[src/rtl/fsm3_pkg.sv]
`timescale 1ns/1ps
// ---------------------------------------------------------------------------
// fsm3_pkg
// Shared types and constants for the scan controller.
//   - fsm_state_t  : encodings of the scanned 4-state Moore FSM (A..D)
//   - ctrl_state_t : controller states (IDLE / RUN / DONE)
//   - MAX_LEN_DEFAULT, DATA_W, LEN_W : frame sizing
//   - clamp_len()  : saturates a requested frame length to the maximum
// ---------------------------------------------------------------------------
package fsm3_pkg;

  localparam int MAX_LEN_DEFAULT = 16;
  localparam int DATA_W          = 16;
  localparam int LEN_W           = 5;

  typedef enum logic [1:0] {
    ST_A = 2'b00,
    ST_B = 2'b01,
    ST_C = 2'b10,
    ST_D = 2'b11
  } fsm_state_t;

  typedef enum logic [1:0] {
    CTRL_IDLE = 2'b00,
    CTRL_RUN  = 2'b01,
    CTRL_DONE = 2'b10
  } ctrl_state_t;

  // Requests longer than the frame buffer are scanned as a full frame.
  function automatic logic [LEN_W-1:0] clamp_len(input logic [LEN_W-1:0] req_len,
                                                 input int max_len);
    logic [LEN_W-1:0] result;
    result = req_len;
    if (int'(req_len) > max_len) begin
      result = LEN_W'(max_len);
    end
    return result;
  endfunction

endpackage

[src/rtl/fsm3_next_logic.sv]
`timescale 1ns/1ps
// ---------------------------------------------------------------------------
// fsm3_next_logic
// Purely combinational next-state and Moore-output function of the scanned
// FSM. No storage; the state register lives in the controller.
// Ports:
//   i_in         : input bit being consumed this cycle
//   i_state      : current scanned-FSM state
//   o_next_state : state after consuming i_in
//   o_out        : Moore output, 1 only in state D (depends on i_state only)
// ---------------------------------------------------------------------------
module fsm3_next_logic
  import fsm3_pkg::*;
(
  input  logic       i_in,
  input  fsm_state_t i_state,
  output fsm_state_t o_next_state,
  output logic       o_out
);

  always_comb begin
    o_next_state = ST_A;
    case (i_state)
      ST_A:    o_next_state = i_in ? ST_B : ST_A;
      ST_B:    o_next_state = i_in ? ST_B : ST_C;
      ST_C:    o_next_state = i_in ? ST_D : ST_A;
      ST_D:    o_next_state = i_in ? ST_B : ST_C;
      default: o_next_state = ST_A;
    endcase
  end

  assign o_out = (i_state == ST_D);

endmodule

[src/rtl/fsm3_scan_ctrl.sv]
`timescale 1ns/1ps
// ---------------------------------------------------------------------------
// fsm3_scan_ctrl
// Feeds a captured frame, LSB first, one bit per clock into a 4-state Moore
// FSM and counts how many consumed bits left that FSM in state D.
// Ports:
//   clk       : clock, all state updates on the rising edge
//   resetn    : synchronous active-low reset
//   start     : scan request, only looked at while idle
//   data_in   : frame bits (captured with an accepted start)
//   len       : frame length 0..16, larger values scan 16 bits
//   busy      : high while running or signalling completion
//   done      : one-cycle completion pulse
//   hit_count : number of bits after which the FSM was in state D
//   fsm_state : scanned-FSM state register
//   fsm_out   : Moore output of the scanned FSM (state D decode)
// ---------------------------------------------------------------------------
module fsm3_scan_ctrl
  import fsm3_pkg::*;
#(
  parameter int MAX_LEN = MAX_LEN_DEFAULT
) (
  input  logic        clk,
  input  logic        resetn,
  input  logic        start,
  input  logic [15:0] data_in,
  input  logic [4:0]  len,
  output logic        busy,
  output logic        done,
  output logic [4:0]  hit_count,
  output logic [1:0]  fsm_state,
  output logic        fsm_out
);

  ctrl_state_t r_ctrl;
  ctrl_state_t w_ctrl_next;

  // Frame is held in a shift register so the bit under consumption is
  // always bit 0; the index only decides when the frame is finished.
  logic [DATA_W-1:0] r_shift;
  logic [DATA_W-1:0] w_shift_next;
  logic [LEN_W-1:0]  r_len;
  logic [LEN_W-1:0]  w_len_next;
  logic [LEN_W-1:0]  r_idx;
  logic [LEN_W-1:0]  w_idx_next;
  logic [LEN_W-1:0]  r_hit;
  logic [LEN_W-1:0]  w_hit_next;

  fsm_state_t r_fsm;
  fsm_state_t w_fsm_next;
  fsm_state_t w_scan_next;
  logic       w_scan_out;

  logic [LEN_W-1:0] w_len_clamped;
  logic             w_last_bit;

  assign w_len_clamped = clamp_len(len, MAX_LEN);

  // r_len is never 0 while running, so the subtraction cannot underflow.
  assign w_last_bit = (r_idx == (r_len - 5'd1));

  fsm3_next_logic u_next_logic (
    .i_in         (r_shift[0]),
    .i_state      (r_fsm),
    .o_next_state (w_scan_next),
    .o_out        (w_scan_out)
  );

  // -------------------------------------------------------------------------
  // Controller next-state and datapath next values
  // -------------------------------------------------------------------------
  always_comb begin
    w_ctrl_next  = r_ctrl;
    w_shift_next = r_shift;
    w_len_next   = r_len;
    w_idx_next   = r_idx;
    w_hit_next   = r_hit;
    w_fsm_next   = r_fsm;

    case (r_ctrl)
      CTRL_IDLE: begin
        if (start) begin
          w_fsm_next = ST_A;
          w_hit_next = '0;
          if (w_len_clamped != '0) begin
            w_shift_next = data_in;
            w_len_next   = w_len_clamped;
            w_idx_next   = '0;
            w_ctrl_next  = CTRL_RUN;
          end else begin
            // Empty frame: nothing to consume, report completion at once.
            w_ctrl_next = CTRL_DONE;
          end
        end
      end

      CTRL_RUN: begin
        w_fsm_next   = w_scan_next;
        w_shift_next = r_shift >> 1;
        w_idx_next   = r_idx + 5'd1;
        // A 16-bit frame reaches D at most 7 times, so 5 bits never wrap.
        if (w_scan_next == ST_D) begin
          w_hit_next = r_hit + 5'd1;
        end
        if (w_last_bit) begin
          w_ctrl_next = CTRL_DONE;
        end
      end

      CTRL_DONE: begin
        // start is deliberately not looked at here: no request queuing.
        w_ctrl_next = CTRL_IDLE;
      end

      default: begin
        w_ctrl_next = CTRL_IDLE;
      end
    endcase
  end

  // -------------------------------------------------------------------------
  // State registers
  // -------------------------------------------------------------------------
  always_ff @(posedge clk) begin
    if (!resetn) begin
      r_ctrl  <= CTRL_IDLE;
      r_shift <= '0;
      r_len   <= '0;
      r_idx   <= '0;
      r_hit   <= '0;
      r_fsm   <= ST_A;
    end else begin
      r_ctrl  <= w_ctrl_next;
      r_shift <= w_shift_next;
      r_len   <= w_len_next;
      r_idx   <= w_idx_next;
      r_hit   <= w_hit_next;
      r_fsm   <= w_fsm_next;
    end
  end

  // -------------------------------------------------------------------------
  // Outputs
  // -------------------------------------------------------------------------
  assign busy      = (r_ctrl == CTRL_RUN) || (r_ctrl == CTRL_DONE);
  assign done      = (r_ctrl == CTRL_DONE);
  assign hit_count = r_hit;
  assign fsm_state = r_fsm;
  assign fsm_out   = w_scan_out;

endmodule

[config.mk]
export PLATFORM = sky130hd
export DESIGN_NAME = fsm3_scan_ctrl
export DESIGN_NICKNAME = d
export VERILOG_FILES = /design/src/rtl/fsm3_pkg.sv /design/src/rtl/fsm3_next_logic.sv /design/src/rtl/fsm3_scan_ctrl.sv
export SDC_FILE = /design/constraint.sdc
export NUM_CORES = 1
export LEC_CHECK = 0
export BUFFER_PORTS_ARGS = -buffer_cell sky130_fd_sc_hd__buf_2
export CAP_MARGIN = 20
export CORE_ASPECT_RATIO = 0.7
export CORE_MARGIN = 4
export CORE_UTILIZATION = 57
export CTS_BUF_LIST = sky130_fd_sc_hd__clkbuf_4 sky130_fd_sc_hd__clkbuf_8
export DETAILED_ROUTE_END_ITERATION = 12
export PLACE_DENSITY = 0.81
export SETUP_SLACK_MARGIN = 0.5
export SLEW_MARGIN = 20
export SYNTH_ARGS = -nofsm -noshare
export SYNTH_HDL_FRONTEND = slang
export SYNTH_SLANG_ARGS = --single-unit
[constraint.sdc]
create_clock -name clk -period 2.3 [get_ports clk]
set_input_delay 0.46 -clock clk [delete_from_list [all_inputs] [get_ports clk]]
set_output_delay 0.46 -clock clk [all_outputs]
set_load 0.03 [all_outputs]
; After elaboration in Yosys (flattened, before gate mapping)
; Cells that the tools add are included.
[word_totals]
reg_bits = 35
inputBits = 24
elab_cells = 52
[op_classes]
n_addsub = 3
n_eq_ne = 11
n_mux = 20
magnitude_cmp = 1
reduce_logical = 11
[op_table]
columns = cell, n
row1 = $mux 16, 2
row2 = $pmux 16 s2, 1
row3 = $mux 5, 5
row4 = $pmux 5 s2, 2
row5 = $mux 2, 6
row6 = $add 5x1->5 const B, 2
row7 = $reduce_and 3->1, 3
row8 = $eq 2x2->1 const B, 4
row9 = $ne 2x2->1 const B, 4
row10 = $pmux 2 s2, 2
row11 = $pmux 2 s3, 1
row12 = $eq 5x5->1, 1
row13 = $gt 5x5->1 const B, 1
row14 = $reduce_bool 5->1, 1
row15 = $sub 5x1->5 const B, 1
row16 = $eq 2x1->1 const B, 2
row17 = $logic_not 2->1, 2
row18 = $reduce_and 2->1, 2
row19 = $reduce_bool 2->1, 1
row20 = $reduce_or 2->1, 1
row21 = $logic_or 1x1->1, 1
row22 = $mux 1, 1

; Longest topological paths before layout
; Gate-level depths: netlist of run 1.
[logic_depth]
word_depth = 6
depth_mapped = 9
ltp_nobuf = 7

; By module
; A second synthesis of run 1 with hierarchy kept.
[unflattened]
cells_unflattened = 194
hier_area_um2 = 1841.8
[modules_own_cells]
columns = mod, area_per_inst_um2, n_inst, seq_area_each_um2, cells_each
row1 = fsm3_scan_ctrl, 1810.5, 1, 700.7, 189
row2 = fsm3_next_logic, 31.3, 1, 0.0, 5

; Worst setup path before layout of run 1
; No wires, ideal clock.
[synth_timing]
path_type = input to register
from = input port len[1]
to = register r_shift[3]
setup_slack_ns = 0.527
stages = 5
n_path_buf = 1
t_arrival_ns = 1.657
path_cell_list = or4_4 -> o21bai_4 -> o21ai_2 -> buf_6 -> o211a_1
[synth_between]
elab_chain_cells = 5
[synth_rtl]
columns = element, line_no
row1 = from (decl), fsm3_scan_ctrl.sv:27  ; input logic [4:0] len,
row2 = $gt 5x5->1, fsm3_pkg.sv:34  ; if (int'(req_len) > max_len) begin
row3 = $mux 5 *, fsm3_pkg.sv:34
row4 = $reduce_bool 5->1 *, fsm3_scan_ctrl.sv:85  ; if (w_len_clamped != '0) begin
row5 = $ne 2x2->1 (no line) *, -
row6 = $reduce_and 3->1 (no line) *, -
row7 = to (signal assigned), fsm3_scan_ctrl.sv:134  ; r_shift <= w_shift_next;
row8 = to (decl), fsm3_scan_ctrl.sv:40  ; logic [DATA_W-1:0] r_shift;
; Every way passes the cells marked *; elsewhere a longest branch is shown, timed or not.
; A chain may end at the register's enable or synchronous reset.

; Worst setup path after layout of run 1
[layout_timing]
from = register r_ctrl[0]
to = register r_idx[4]
[layout_between]
elab_chain_cells = 3
elab_cells_between_ends = 7
[layout_rtl]
columns = element, line_no
row1 = from (decl), fsm3_scan_ctrl.sv:35  ; ctrl_state_t r_ctrl;
row2 = from (signal assigned), fsm3_scan_ctrl.sv:133  ; r_ctrl <= w_ctrl_next;
row3 = $eq 2x1->1 / $logic_not 2->1 (equally long branches), fsm3_scan_ctrl.sv:80  ; case (r_ctrl)
row4 = $reduce_bool 2->1 (no line) / $ne 2x2->1 (equally long branches), -
row5 = $reduce_and 3->1 (no line), -
row6 = to (signal assigned), fsm3_scan_ctrl.sv:136  ; r_idx <= w_idx_next;
row7 = to (decl), fsm3_scan_ctrl.sv:44  ; logic [LEN_W-1:0] r_idx;
; Parallel ways exist; a longest one is shown, timed or not.

==> impl_metrics.json, run 1 <==
{
  "holdBufCountCts": 0,
  "ant_nets": 0,
  "met1_usage": 0.232,
  "num-nets-final": 267,
  "synth_seq_area_share": 0.375,
  "worst_pin_slew_ns": 0.448,
  "synth_edf_count": 0,
  "r2r_cells": 8,
  "ir_drop_mv": 0.530,
  "route.vias.total": 1582,
  "synth_area_leaders": "dfxtp_1, mux2i_1, o211a_1",
  "ys_async_sr_fraction": 0,
  "rsz0062_at_grt": "yes",
  "die_h_um": 55.9,
  "drive_gt1_frac": 0.248,
  "slew_viol_final": 0,
  "start_util": 0.593,
  "finalSetupViolations": 0,
  "holdCritPathClass": "in2reg",
  "finalCriticalPeriod_ns": 1.72,
  "clkSinkCount": 35,
  "core_area_um2": 3150,
  "path_class": "reg2reg",
  "clk_pin_slew_ns": 0.07,
  "final_util": 0.715,
  "slowest_stage": "dfxtp_1",
  "synth_cells": 199,
  "r2r-end": "r_idx[4]",
  "finalSetupTns_ns": 0,
  "crit_buf_inv": 2,
  "first_pass_iters": 4,
  "fin_crit_sh": 0.748,
  "slowest_delay_ns": 0.35,
  "crit_path_start_kind": "register",
  "grt_pass1_vias": 1316,
  "reg2reg_from": "r_ctrl[0]",
  "ys_ff_latch": 35,
  "clk_latency_ns": 0.28,
  "status": "finished clean",
  "critPathMaxFanout": 7,
  "placed_area_um2": 2050,
  "layout_commonest_cell": "dfxtp_1",
  "whs_endpoint": "r_shift[15]",
  "chipWidth_um": 76.4,
  "cts_tree": "done",
  "place_congestion": 0.806,
  "synth_top_area_frac": 0.375,
  "path_cells": "inv_1 > ha_4 > nand2_1 > buf_4 > o21ba_4 > o2111ai_2 > xor2_1 > nor2_1",
  "power_density_nw_per_um2": 865,
  "cp_top_family": "compound AO/OA/AOI/OAI gates",
  "relSlewSlack": 0.700,
  "syn2layout_area_growth_pct": 20.4,
  "nFillCells": 241,
  "yosys_warnings": 0,
  "required_ns": 2.46,
  "dpl.cell_count": 266,
  "clock_path_buffers": 2,
  "hold_start": "data_in[15]",
  "synth_cell_type_count": 38,
  "use_met2": 0.253,
  "drtIter0Drc": 86,
  "final_cell_mix": "dfxtp_1, buf_2, nand2_1",
  "drt-total-wl_um": 3900,
  "synth.cell_area_um2": 1870,
  "syn_nets": 229,
  "synth_flop_cell": "dfxtp_1",
  "syn_avg_cell_area_um2": 9.39,
  "skew_ns": 0.00524,
  "num_antenna_cells": 0,
  "cts-root-buf": "clkbuf_8",
  "wire_per_inst_um": 14.1,
  "arrival_ns": 1.88,
  "final_area_um2": 2250,
  "met3_usage": 0.0518,
  "grt_max_degree": 32,
  "holdPathStages": 3,
  "portBuffers": 33,
  "cp_num_cells": 8,
  "yosysTopAreaCell": "dfxtp_1",
  "drv_cap": 0,
  "p_leak_nw": 1.05,
  "drc": 0,
  "timing.final.hold_violations": 0,
  "ioPinCount": 34,
  "grt-busiest-layer": "met2",
  "dpl.hpwl_um": 2520,
  "layoutNonFillerInstCount": 276,
  "timing.fmax_mhz": 581,
  "endpoint_kind": "register",
  "rrSetupSlack_ns": 0.58,
  "grt_overflow": 0,
  "cts-htree-levels": 2,
  "grtUsageTotal": 0.170,
  "dieArea_um2": 4270,
  "grt_pass1_wl_um": 5900,
  "grt_antenna_before_repair": 0,
  "rows": 17,
  "cts_buffers": 5,
  "vias_per_cell": 5.73
}
## cell usage after synthesis (5+ instances only)
library cell and number:
nor2_1 12, clkbuf_1 5, o211a_1 16, ha_1 6
xor2_1 9, o21ai_0 7, dfxtp_1 35, nor2b_1 12
mux2i_1 16, nand2_1 24, inv_1 5, a21oi_1 8
## cell type report
type / instances / area (um^2) / share of cell area
inverter: 6 / 22.5 / 0.0100
multi-input combinational: 149 / 1130 / 0.501
clock buffer: 8 / 104 / 0.0462
tap: 38 / 47.5 / 0.0211
timing repair buffer: 40 / 248 / 0.110
sequential: 35 / 701 / 0.311
## stage by stage
step	setup slack, ns	hold slack [ns]	power (mW)
after floorplan	0.527	0.453	1.24
after global placement	0.153	0.472	1.33
after detailed placement	0.137	0.472	1.34
after CTS	0.474	0.467	1.85
after global routing	0.465	0.463	2.05
final	0.579	0.471	1.95
## registers in the layout, summed over array words and instances, names as in the netlist
| name | count |
|---|---|
| r_len | 5 |
| hit_count | 5 |
| r_idx | 5 |
| fsm_state | 2 |
| r_shift | 16 |
| r_ctrl | 2 |
## worst max-delay path by stage
stage | from | end | slack (ns)
after floorplan | len[1] | r_shift[3] | 0.53
after global placement | len[1] | r_shift[12] | 0.15
after detailed placement | len[1] | r_shift[7] | 0.14
after CTS | r_ctrl[0] | r_idx[1] | 0.47
after global routing | r_ctrl[0] | r_idx[4] | 0.46
final | r_ctrl[0] | r_idx[4] | 0.58
## logic make-up after synthesis
kind of cell               count (synthesis)  synth area share
and+or+nand+nor                           62             0.163
AOI/OAI and AO/OA                         53             0.230
DFF                                       35             0.375
buffers and inverters                     16            0.0549
muxes                                     16            0.0857
xor gates and xnor gates                  11            0.0516
adders and majority gates                  6            0.0402
## repair_timing
item                       CTS  global route
setup endpoints to repair   17            23
pin swaps                    1             0
gates cloned                 0             2
resized for setup            4             9
buffers inserted             0             0
## worst min-delay path, delay by kind of cell
kind                   cells  cell delay, ns
buffers and inverters      1            0.08
AO/OA/AOI/OAI              1            0.08
AND/OR/NAND/NOR            1            0.10
## power breakdown
group          internal (mW)  leakage (nW)  switching [mW]
registers              0.695         0.287          0.0589
logic                  0.314         0.706           0.377
clock network          0.285        0.0549           0.215
## routing by layer
| metal | wire (um) | vias up | part of all wire |
|---|---|---|---|
| met4 | 50 | 0 | 0.013 |
| li1 | - | 793 | - |
| met5 | 0 | - | 0 |
| met2 | 1700 | 39 | 0.44 |
| met3 | 224 | 6 | 0.057 |
| met1 | 1920 | 744 | 0.49 |
No activity file was read; power rests on OpenSTA's default activity.
==> run 2, diff against run 1 <==
==> constraint.sdc (replaced) <==
create_clock -name clk -period 1.6 [get_ports clk]
set_input_delay 0.32 -clock clk [delete_from_list [all_inputs] [get_ports clk]]
set_output_delay 0.32 -clock clk [all_outputs]
set_load 0.03 [all_outputs]
==> impl_metrics.json, run 2 (synthesis results as in run 1) <==
{
  "grt_pass1_wl_um": 9940,
  "arrival_ns": 1.92,
  "final_util": 0.901,
  "final_cell_mix": "buf_4, dfxtp_1, nand2_1",
  "grt_max_degree": 24,
  "dpl.hpwl_um": 3320,
  "finalSetupViolations": 31,
  "grt_pass1_vias": 1980,
  "largest_reg_flops": 16,
  "critPathMaxFanout": 7,
  "dp_slack_ns": -0.186,
  "route.vias.total": 2139,
  "p_leak_nw": 1.28,
  "skew_ns": 0.0157,
  "drc": 0,
  "first_pass_iters": 6,
  "rows": 17,
  "cts-root-buf": "clkbuf_8",
  "status": "finished with violations",
  "dieArea_um2": 4270,
  "layoutNonFillerInstCount": 310,
  "drtIter0Drc": 255,
  "violations": "setup timing",
  "largest-register": "r_shift",
  "cts_buffers": 5,
  "worst_pin_slew_ns": 0.486,
  "ant_nets": 0,
  "drv_cap": 0,
  "layout_commonest_cell": "buf_4",
  "wire_per_inst_um": 25.4,
  "timing.final.hold_violations": 0,
  "core_area_um2": 3150,
  "relSlewSlack": 0.675,
  "clkSinkCount": 35,
  "clk_latency_ns": 0.30,
  "num-nets-final": 303,
  "power_mw": 3.50,
  "required_ns": 1.77,
  "power_density_nw_per_um2": 1230,
  "fin_crit_sh": 1.09,
  "rsz0062_at_grt": "yes",
  "chipWidth_um": 76.4,
  "hold_ws_ns": 0.380,
  "place_congestion": 0.848,
  "vias_per_cell": 6.90,
  "drt-total-wl_um": 7870,
  "timing.fmax_mhz": 574,
  "cts_tree": "done",
  "syn2layout_area_growth_pct": 51.8,
  "fin_ws_ns": -0.143,
  "start_util": 0.593,
  "endpoint_kind": "register",
  "grt_overflow": 0,
  "ioPinCount": 34,
  "grt_antenna_before_repair": 0,
  "ir_drop_mv": 0.770,
  "slew_viol_final": 0,
  "clock_path_buffers": 2,
  "path_class": "reg2reg",
  "die_h_um": 55.9,
  "crit_path_start_kind": "register",
  "dpl.cell_count": 274,
  "holdCritPathClass": "in2reg",
  "grtUsageTotal": 0.301,
  "clk_pin_slew_ns": 0.08,
  "rrSetupSlack_ns": -0.14,
  "portBuffers": 33,
  "finalCriticalPeriod_ns": 1.74,
  "num_antenna_cells": 0,
  "cts-htree-levels": 2,
  "drive_gt1_frac": 0.474
}
==> run 2: cell types whose count changed in the layout (fill, tap and decap cells not counted), sizes merged <==
cell and change:
inv -1, clkbuf -2, clkinv +1, buf +36
==> run 2: worst max-delay path: stages, from the launching register on <==
cell and delay (ns):
dfxtp_4 0.38, buf_4 0.12, ha_4 0.15, buf_12 0.12
buf_6 0.13, buf_12 0.15, mux2i_1 0.30, nand2_1 0.12
o211a_1 0.15
==> run 2: per-layer routing <==
metal | vias to the layer above | GRT usage | share of wire
met2 | 210 | 0.532 | 0.46
met5 | - | 0 | 0
met4 | 0 | 0.199 | 0.074
met3 | 69 | 0.0858 | 0.11
li1 | 860 | - | -
met1 | 1000 | 0.313 | 0.35
==> run 2: repair_timing <==
action / in CTS / in global routing
cloned: 2 / 1
pin swaps: 11 / 16
hold buffers: 0 / 0
endpoints found under the setup margin: 45 / 45
resized for setup: 41 / 31
setup buffers: 14 / 13
==> run 2: power by group <==
part | leakage, nW | internal [mW] | switching (mW)
sequential | 0.292 | 1.00 | 0.126
clock | 0.0406 | 0.307 | 0.311
combinational | 0.949 | 0.873 | 0.879
==> run 2: final cells by class <==
| type | instances | area [um^2] |
|---|---|---|
| clock buffer | 6 | 76.3 |
| inverter | 6 | 32.5 |
| tap | 38 | 47.5 |
| multi-input combinational | 149 | 1270 |
| fill | 104 | 312 |
| sequential | 35 | 718 |
| timing repair buffer | 76 | 687 |
==> run 2: final timing paths <==
kind / startpoint / to / depth (start not counted)
max: r_ctrl[0] / r_shift[13] / 8
min: len[3] / r_len[3] / 3
max reg2reg: r_ctrl[0] / r_shift[13] / 8
min reg2reg: r_shift[7] / r_shift[7] / 1
==> run 2: metrics by stage <==
stage          setup TNS (ns)  area [um^2]
6_report                -2.36         2840
5_1_grt                 -3.24         2840
4_1_cts                     0         2590
3_5_place_dp            -3.77         2210
3_3_place_gp            -2.97         2210
2_1_floorplan          -0.509         1960
==> run 3, diff against run 2 <==
--- a/config.mk
+++ b/config.mk
@@ -9,10 +9,12 @@
 export CAP_MARGIN = 20
 export CORE_ASPECT_RATIO = 0.7
 export CORE_MARGIN = 4
-export CORE_UTILIZATION = 57
+export CORE_UTILIZATION = 45
 export CTS_BUF_LIST = sky130_fd_sc_hd__clkbuf_4 sky130_fd_sc_hd__clkbuf_8
+export CTS_CLUSTER_SIZE = 40
 export DETAILED_ROUTE_END_ITERATION = 12
-export PLACE_DENSITY = 0.81
+export PLACE_DENSITY = 0.67
+export REMOVE_ABC_BUFFERS = 1
 export SETUP_SLACK_MARGIN = 0.5
 export SLEW_MARGIN = 20
 export SYNTH_ARGS = -nofsm -noshare
==> impl_metrics.json, run 3 (synthesis results as in run 1) <==
{
  "grt_antenna_before_repair": 0,
  "clk_latency_ns": 0.30,
  "hold_start": "data_in[15]",
  "relSlewSlack": 0.719,
  "final_area_um2": 3100,
  "num-nets-final": 307,
  "grt_pass1_vias": 1632,
  "dpl.hpwl_um": 2980,
  "grt_overflow": 0,
  "r2r_cells": 8,
  "ant_nets": 0,
  "status": "finished clean",
  "timing.fmax_mhz": 638,
  "critPathMaxFanout": 8,
  "slowest_stage": "or4_4",
  "clkSinkCount": 35,
  "portBuffers": 33,
  "arrival_ns": 1.75,
  "finalSetupTns_ns": 0,
  "seqPwrFrac": 0.286,
  "grtUsageTotal": 0.187,
  "die_h_um": 61.9,
  "slew_viol_final": 0,
  "cts_tree": "done",
  "holdPathStages": 3,
  "drtIter0Drc": 96,
  "finalSetupViolations": 0,
  "intPower_mw": 2.57,
  "clock_path_buffers": 2,
  "whs_endpoint": "r_shift[15]",
  "p_leak_nw": 1.40,
  "worst_pin_slew_ns": 0.417,
  "drc": 0,
  "path_class": "in2reg",
  "share_comb_of_total_power": 0.460,
  "required_ns": 1.78,
  "skew_ns": 0.0118,
  "cts-htree-levels": 2,
  "endpoint_kind": "register",
  "syn2layout_area_growth_pct": 65.9,
  "cts-root-buf": "clkbuf_8",
  "holdBufCountCts": 0,
  "hold_ws_ns": 0.350,
  "largest-register": "r_shift",
  "power_density_nw_per_um2": 1240,
  "rsz0062_at_grt": "yes",
  "final_cell_mix": "buf_6, buf_4, dfxtp_1",
  "holdCritPathClass": "in2reg",
  "layout_commonest_cell": "buf_6",
  "clk_pin_slew_ns": 0.07,
  "dieArea_um2": 5260,
  "crit_buf_inv": 2,
  "timing.final.hold_violations": 0,
  "switching_power_mw": 1.28,
  "cp_top_family": "compound AO/OA/AOI/OAI gates",
  "rows": 19,
  "core_area_um2": 3970,
  "power_mw": 3.85,
  "swShare": 0.333,
  "wire_per_inst_um": 19.1,
  "cts_buffers": 5,
  "chipWidth_um": 85.0,
  "finalCriticalPeriod_ns": 1.57,
  "vias_per_cell": 5.65,
  "ir_drop_mv": 0.819,
  "drive_gt1_frac": 0.579,
  "clockPowerShare": 0.254,
  "placed_area_um2": 2230,
  "r2r-end": "r_shift[10]",
  "slowest_delay_ns": 0.55,
  "start_util": 0.471,
  "crit_path_start_kind": "input port",
  "ioPinCount": 34,
  "largest_reg_flops": 16,
  "drv_cap": 0,
  "first_pass_iters": 4,
  "grt_max_degree": 32,
  "num_antenna_cells": 0,
  "fin_crit_sh": 0.979,
  "route.vias.total": 1865,
  "grt_pass1_wl_um": 7710,
  "rrSetupSlack_ns": 0.05,
  "place_congestion": 0.782,
  "drt-total-wl_um": 6310,
  "reg2reg_from": "r_ctrl[1]",
  "path_cells": "buf_2 > or4_4 > o21bai_4 > o21ai_4 > clkbuf_16 > o211a_1"
}
run 3: changes by cell type in the layout (fill, tap and decap cells not counted), moves of 3 or more:
cell     change
nand2_2      +5
a21oi_1      -4
buf_6        +9
dfxtp_4      +3
nor3b_1      -3
buf_12       -3
nand2_1     -11
a21oi_2      +4
nand2_4      +6
run 3: area by class of cell:
cell class	instances	area (um^2)
repair buffers	81	736
clock buffers	6	76.3
inverters	6	32.5
multi-input cells	148	1400
flip-flops and latches	35	727
fillers	205	871
clock inverters	2	60.1
well taps	52	65.1
run 3: metal layers:
metal,vias up,share of wire,track usage
li1,873,-,-
met1,914,0.42,0.241
met2,59,0.51,0.315
met3,19,0.043,0.0461
met4,0,0.028,0.0609
met5,-,0,0
run 3: how the worst max path moves through the flow:
stage | endpoint | startpoint | slack, ns | depth (start not counted)
final | r_shift[8] | len[2] | 0.03 | 6
after detailed placement | r_idx[4] | len[1] | -0.20 | 6
after floorplan | r_idx[1] | r_ctrl[1] | -1.10 | 6
after global routing | r_shift[8] | len[1] | -0.003 | 6
after global placement | r_idx[2] | len[1] | -0.17 | 6
after CTS | r_idx[3] | len[1] | 0.12 | 6
run 3: power by group through the flow:
stage	clock, mW	sequential (mW)	combinational (mW)
2_1_floorplan	0	1.08	0.614
3_3_place_gp	0	1.09	0.989
3_5_place_dp	0	1.09	1.00
4_1_cts	0.971	1.08	1.32
5_1_grt	1.02	1.11	1.87
6_report	0.978	1.10	1.77
run 3: tightest hold or removal path: cells and delay by family:
kind	cells	cell delay, ns
buffers and inverters	1	0.09
AO/OA/AOI/OAI	1	0.10
AND/OR/NAND/NOR	1	0.09
run 3: what timing repair did:
action,in CTS,in global routing
resized for setup,87,50
gates cloned,0,4
endpoints found under the setup margin,45,45
pin swaps,18,12
setup buffers,10,9
run 3: per-stage QoR:
step                       util  instances  worst slack, ns
after floorplan               -        189            -1.10
after global placement    0.562        299           -0.167
after detailed placement  0.562        299           -0.201
after CTS                 0.690        317            0.116
after global routing      0.781        330         -0.00323
final                     0.781        330           0.0332
